File: src/rtl/pop_count_pkg.sv
// Shared definitions for the popcount engine: FSM state encoding,
// an elaboration-time log2 helper and the per-stage mask builder.
package pop_count_pkg;

    // Widest word the mask builder can describe.
    localparam int MAX_WIDTH = 256;

    typedef enum logic [1:0] {
        ST_IDLE = 2'd0,
        ST_CALC = 2'd1,
        ST_DONE = 2'd2
    } state_e;

    // Ceiling log2, used for stage counts and index widths.
    function automatic int clog2(input int value);
        int result;
        result = 0;
        for (int i = 0; i < 31; i++) begin
            if ((1 << i) < value) begin
                result = i + 1;
            end
        end
        return result;
    endfunction

    // Mask for tree stage k: runs of 2^k ones followed by 2^k zeros,
    // starting at the LSB, limited to the low 'width' bits.
    function automatic logic [MAX_WIDTH-1:0] stage_mask(input int width, input int stage);
        logic [MAX_WIDTH-1:0] mask;
        mask = '0;
        for (int i = 0; i < MAX_WIDTH; i++) begin
            if ((i < width) && (((i >> stage) & 1) == 0)) begin
                mask[i] = 1'b1;
            end
        end
        return mask;
    endfunction

endpackage

File: src/rtl/pop_count_stage.sv
// One level of the popcount reduction tree, selected by stage index.
// Every level is built in parallel and the index picks one, so the
// whole tree shares a single work register in the parent.
module pop_count_stage
    import pop_count_pkg::*;
#(
    parameter int DATA_WIDTH = 128,
    parameter int IDX_WIDTH  = 3
) (
    input  logic [DATA_WIDTH-1:0] i_work,
    input  logic [IDX_WIDTH-1:0]  i_stage,
    output logic [DATA_WIDTH-1:0] o_work
);

    localparam int STAGES = clog2(DATA_WIDTH);

    logic [DATA_WIDTH-1:0] stage_result [STAGES];

    // Each level adds neighbouring 2^k-bit fields into 2^(k+1)-bit fields;
    // field sums never exceed the field width, so no carries cross fields.
    generate
        for (genvar gi = 0; gi < STAGES; gi++) begin : g_level
            localparam logic [DATA_WIDTH-1:0] MASK = DATA_WIDTH'(stage_mask(DATA_WIDTH, gi));
            assign stage_result[gi] = (i_work & MASK) + ((i_work >> (1 << gi)) & MASK);
        end
    endgenerate

    // Select the level matching the current stage counter.
    always_comb begin
        o_work = stage_result[0];
        for (int k = 0; k < STAGES; k++) begin
            if (i_stage == IDX_WIDTH'(k)) begin
                o_work = stage_result[k];
            end
        end
    end

endmodule

File: src/rtl/pop_count_engine.sv
// Iterative handshaked popcount engine with a saturating accumulator.
// A word is reduced one tree level per clock in a single work register;
// the low bits of that register are the result once the tree finishes.
module pop_count_engine
    import pop_count_pkg::*;
#(
    parameter int DATA_WIDTH = 128,
    parameter int ACC_WIDTH  = 32
) (
    input  logic                        i_clk,
    input  logic                        i_reset,
    input  logic                        i_valid,
    output logic                        o_ready,
    input  logic [DATA_WIDTH-1:0]       i_data_a,
    input  logic [DATA_WIDTH-1:0]       i_data_b,
    input  logic                        i_mode,
    input  logic                        i_accumulate,
    input  logic                        i_clear_acc,
    output logic                        o_valid,
    input  logic                        i_ready,
    output logic [clog2(DATA_WIDTH):0]  o_count,
    output logic [ACC_WIDTH-1:0]        o_acc,
    output logic                        o_acc_sat
);

    localparam int STAGES    = clog2(DATA_WIDTH);
    localparam int CNT_WIDTH = STAGES + 1;
    localparam int IDX_WIDTH = (clog2(STAGES) < 1) ? 1 : clog2(STAGES);
    localparam int ACC_EXT   = ACC_WIDTH + 1;
    localparam logic [IDX_WIDTH-1:0] LAST_STAGE = IDX_WIDTH'(STAGES - 1);

    state_e                 state_q, state_d;
    logic [IDX_WIDTH-1:0]   stage_q, stage_d;
    logic [DATA_WIDTH-1:0]  work_q, work_d;
    logic                   acc_flag_q, acc_flag_d;
    logic [ACC_WIDTH-1:0]   acc_q, acc_d;
    logic                   acc_sat_q, acc_sat_d;
    logic                   o_ready_q, o_ready_d;
    logic                   o_valid_q, o_valid_d;

    logic [DATA_WIDTH-1:0]  stage_out;
    logic [CNT_WIDTH-1:0]   count;
    logic                   out_handshake;
    logic [ACC_WIDTH-1:0]   acc_base;
    logic                   sat_base;
    logic [ACC_WIDTH:0]     acc_sum;

    pop_count_stage #(
        .DATA_WIDTH (DATA_WIDTH),
        .IDX_WIDTH  (IDX_WIDTH)
    ) u_stage (
        .i_work  (work_q),
        .i_stage (stage_q),
        .o_work  (stage_out)
    );

    assign count         = work_q[CNT_WIDTH-1:0];
    assign out_handshake = (state_q == ST_DONE) && i_ready;

    // FSM: accept in IDLE, one tree level per CALC cycle, hold in DONE.
    always_comb begin
        state_d    = state_q;
        stage_d    = stage_q;
        work_d     = work_q;
        acc_flag_d = acc_flag_q;
        case (state_q)
            ST_IDLE: begin
                if (i_valid) begin
                    work_d     = i_mode ? i_data_a : (i_data_a ^ i_data_b);
                    acc_flag_d = i_accumulate;
                    stage_d    = '0;
                    state_d    = ST_CALC;
                end
            end
            ST_CALC: begin
                work_d  = stage_out;
                stage_d = stage_q + 1'b1;
                if (stage_q == LAST_STAGE) begin
                    state_d = ST_DONE;
                end
            end
            ST_DONE: begin
                if (i_ready) begin
                    state_d = ST_IDLE;
                end
            end
            default: begin
                state_d = ST_IDLE;
            end
        endcase
        // Handshake outputs are registered copies of the next state.
        o_ready_d = (state_d == ST_IDLE);
        o_valid_d = (state_d == ST_DONE);
    end

    // Accumulator: clear is applied before any add in the same cycle;
    // an add that carries out of ACC_WIDTH pins the sum at all-ones.
    always_comb begin
        acc_base  = i_clear_acc ? '0 : acc_q;
        sat_base  = i_clear_acc ? 1'b0 : acc_sat_q;
        acc_sum   = {1'b0, acc_base} + ACC_EXT'(count);
        acc_d     = acc_base;
        acc_sat_d = sat_base;
        if (out_handshake && acc_flag_q) begin
            if (acc_sum[ACC_WIDTH]) begin
                acc_d     = '1;
                acc_sat_d = 1'b1;
            end else begin
                acc_d = acc_sum[ACC_WIDTH-1:0];
            end
        end
    end

    // State registers; reset discards any word in flight.
    always_ff @(posedge i_clk) begin
        if (i_reset) begin
            state_q    <= ST_IDLE;
            stage_q    <= '0;
            work_q     <= '0;
            acc_flag_q <= 1'b0;
            acc_q      <= '0;
            acc_sat_q  <= 1'b0;
            o_ready_q  <= 1'b1;
            o_valid_q  <= 1'b0;
        end else begin
            state_q    <= state_d;
            stage_q    <= stage_d;
            work_q     <= work_d;
            acc_flag_q <= acc_flag_d;
            acc_q      <= acc_d;
            acc_sat_q  <= acc_sat_d;
            o_ready_q  <= o_ready_d;
            o_valid_q  <= o_valid_d;
        end
    end

    assign o_ready   = o_ready_q;
    assign o_valid   = o_valid_q;
    assign o_count   = count;
    assign o_acc     = acc_q;
    assign o_acc_sat = acc_sat_q;

endmodule

File: config.mk
export PLATFORM = sky130hd
export DESIGN_NAME = pop_count_engine
export DESIGN_NICKNAME = d
export VERILOG_FILES = /design/src/rtl/pop_count_pkg.sv /design/src/rtl/pop_count_stage.sv /design/src/rtl/pop_count_engine.sv
export SDC_FILE = /design/constraint.sdc
export NUM_CORES = 2
export LEC_CHECK = 0
export CAP_MARGIN = 20
export CORE_MARGIN = 2
export CORE_UTILIZATION = 30
export CTS_CLUSTER_DIAMETER = 150
export DETAILED_ROUTE_END_ITERATION = 8
export SLEW_MARGIN = 20
export SYNTH_ARGS = -nofsm -noshare
export SYNTH_HDL_FRONTEND = slang
export SYNTH_SLANG_ARGS = --single-unit
File: constraint.sdc
create_clock -name i_clk -period 5.4 [get_ports i_clk]
set_input_delay 0.81 -clock i_clk [delete_from_list [all_inputs] [get_ports i_clk]]
set_output_delay 0.81 -clock i_clk [all_outputs]
set_load 0.01 [all_outputs]
==> impl_metrics.yaml <==
outcome:
  status: "completed"
sta:
  setup_viol: 0
  period_minus_slack_ns: 4.22
  skew_ns: 0.0238
  hold_viol: 0
  maxSlewViolCount: 0
  fin_ws_ns: 1.18
  max_freq_ghz: 0.237
  slew_headroom: 0.207
  post-route-period-util: 0.782
  final.setup.tns_ns: 0
  rsz0062_at_grt: "false"
  worstMarginPinSlew_ns: 1.18
place:
  port_buffers: 305
  gp_congestion: 0.991
  dp_hpwl_mm: 98.4
  pre_cts_slack_ns: 1.02
  post_dp_cell_area_mm2: 0.0333
pwr:
  powerDensity_mw_per_mm2: 211
  p_leak_nw: 14.2
  intPower_mw: 3.69
  power.total_mw: 7.14
  power.share.sequential: 0.255
  power.switching_mw: 3.45
  p_comb_frac: 0.559
  ir_drop_mv: 0.151
  clkPwrFrac: 0.185
  swShare: 0.483
setup_path:
  r2r-end: "work_q[63]"
  cp_max_fo: 16
  timing.rr.start: "work_q[1]"
  reg2reg_setup_slack_ns: 1.18
  cp-start-kind: "register"
  endpoint_kind: "register"
  worstSetupPathType: "reg2reg"
  arrival_ns: 4.63
  worstPathRequired_ns: 5.81
  r2r_cells: 11
drt:
  drt-wirelength-per-cell_um: 24.0
  dr.pass1.iters: 6
  ant_nets: 0
  dr_total_vias: 30800
  vias_per_cell: 5.82
  routed_wl_mm: 127
  drc_errors: 0
  drtIter0Drc: 2953
synth:
  synth_warnings: 0
  synth_top_area_frac: 0.187
  ys_seq_area_frac: 0.118
  synth-seq-cells: 169
  synthArstFlopShare: 0
  synthesis.instances: 3808
  syn_area_mm2: 0.0287
  synth_edf_count: 0
  synthFlopType: "dfxtp_1"
  synth.avg_cell_area_um2: 7.54
  netlist_top_cells_count: "429 x ha_1, 376 x a21oi_1, 311 x nand2_1, 291 x xnor2_1, 263 x nor2_1"
  synthTopCellsByArea: "ha_1 19%, dfxtp_1 12%, xnor2_1 8.9%"
  synthDistinctLibCells: 88
  yosysMostFrequentCell: "ha_1"
  synth_top_area_cell: "ha_1"
  synth_nets: 4564
final_layout:
  drive_above_1_share: 0.0434
  antenna_cells: 0
  area_growth_pct: 18.0
  nFillCells: 10100
  final_area_mm2: 0.0339
  nets: 4777
clocking:
  post-cts-setup-buffers: 0
  cts-htree-levels: 4
  cts-root-buf: "clkbuf_16"
  insertion_delay_ns: 0.51
  cts.sinks: 169
  path_clk_slew_ns: 0.08
  numCtsBuffers: 17
  cts_resized: 0
  hold_buffers: 0
  cts_buffer_depth: 2
  cts_tree: "yes"
global_routing:
  grt_max_degree: 108
  grt_pass1_wl_mm: 185
  first_global_vias: 28800
  grt.overflow.total: 0
  grt_usage: 0.250
  antenna_found_initial: 2
floorplanning:
  std_cell_rows: 113
  fp.dieW_um: 313
  dieArea_mm2: 0.0982
  initial_core_util: 0.303
  io_pins: 306
  chipHeight_um: 313
  coreArea_mm2: 0.0949
worst_hold_path:
  hold_class: "reg2reg"
  hold_start: "acc_flag_q"
  hold-path-endpoint: "acc_flag_q"
  whs_path_depth: 2
flow_run:
  max_cap_viol_count: 0
## worst max-delay path by stage
stage,start,endpoint,slack (ns),cells after the start
finish,work_q[1],work_q[63],1.18,11
global route,work_q[1],work_q[64],0.93,11
CTS,work_q[1],work_q[64],1.25,11
detailed placement,i_clear_acc,o_acc[23],1.02,11
global placement,i_clear_acc,o_acc[23],1.07,11
floorplan,i_clear_acc,o_acc[12],1.69,15
## worst max-delay path: stages, from the launching register on
cell	delay, ns
dfxtp_1	0.91
ha_1	0.26
a21o_1	0.14
nand4_1	0.16
a32oi_1	0.44
a221o_1	0.33
a21oi_1	0.20
a211oi_1	0.62
o311ai_2	0.29
nor4_1	0.48
mux2i_1	0.24
nand2_1	0.06
## power groups by stage
stage	Clock [mW]	Combinational, mW	Sequential (mW)
after floorplan	0	2.69	1.62
after global placement	0	3.88	1.83
after detailed placement	0	3.91	1.83
after CTS	1.34	3.94	1.80
after global routing	1.38	4.37	1.81
final	1.32	3.99	1.82
## metal layers
| layer | vias up | part of all wire | track usage | routed length, um |
|---|---|---|---|---|
| met1 | 14600 | 0.42 | 0.326 | 52800 |
| li1 | 14400 | - | - | - |
| met2 | 1527 | 0.44 | 0.399 | 56300 |
| met4 | 4 | 0.050 | 0.120 | 6330 |
| met5 | - | 0.00027 | 0 | 34 |
| met3 | 282 | 0.091 | 0.0420 | 11600 |
## registers in the layout, summed over array words and instances, names as in the netlist
| register | count |
|---|---|
| o_ready | 1 |
| stage_q | 3 |
| acc_flag_q | 1 |
| state_q | 2 |
| o_valid | 1 |
| work_q | 128 |
| o_acc | 32 |
| o_acc_sat | 1 |
## cells in the final DEF (no fill, tap or decap), types with 11 or more instances in the layout
cell	netlist	layout
a211oi_1	78	78
a21boi_0	19	19
a21o_1	117	117
a21oi_1	376	376
a221oi_1	58	58
a22oi_1	18	18
a311oi_1	31	31
a31oi_1	44	44
a32oi_1	12	12
and2_1	18	17
and3_1	17	17
buf_4	8	88
clkbuf_16	0	17
clkdlybuf4s50_1	0	303
dfxtp_1	169	169
fa_1	64	64
ha_1	429	428
inv_1	138	138
mux2i_1	42	42
nand2_1	311	309
nand2b_1	91	90
nand3_1	64	64
nand4_1	29	29
nor2_1	263	256
nor2b_1	135	132
nor3_1	97	97
nor3b_1	12	12
nor4_1	18	18
o211ai_1	20	20
o21a_1	23	23
o21ai_0	244	244
o21ai_1	11	11
o21bai_1	39	39
o221ai_1	40	40
o22ai_1	49	49
or3_1	20	20
xnor2_1	291	291
xor2_1	81	81
## metrics by stage
| step | std cells | utilization | hold WS (ns) |
|---|---|---|---|
| after floorplan | 3808 | - | 0.445 |
| after global placement | 5267 | 0.351 | 0.463 |
| after detailed placement | 5267 | 0.351 | 0.470 |
| after CTS | 5299 | 0.357 | 0.480 |
| after global routing | 5299 | 0.357 | 0.497 |
| final | 5299 | 0.357 | 0.477 |
## layout make-up
class | instances | area [um2] | area share
clock buffers | 22 | 484 | 0.0143
clock inverters | 10 | 80.1 | 0.00236
inverters | 140 | 526 | 0.0155
multi-input cells | 3299 | 24100 | 0.711
flip-flops and latches | 169 | 3380 | 0.0999
well taps | 1265 | 1580 | 0.0467
repair buffers | 394 | 3740 | 0.111
## cell families after synthesis
family	share of synthesized area
flip-flops	0.118
AO/OA/AOI/OAI	0.288
adder cells (fa/ha/maj)	0.232
AND/OR/NAND/NOR	0.188
buffers and inverters	0.0458
XOR/XNOR	0.113
multiplexers	0.0150
No activity file was read; power rests on OpenSTA's default activity.
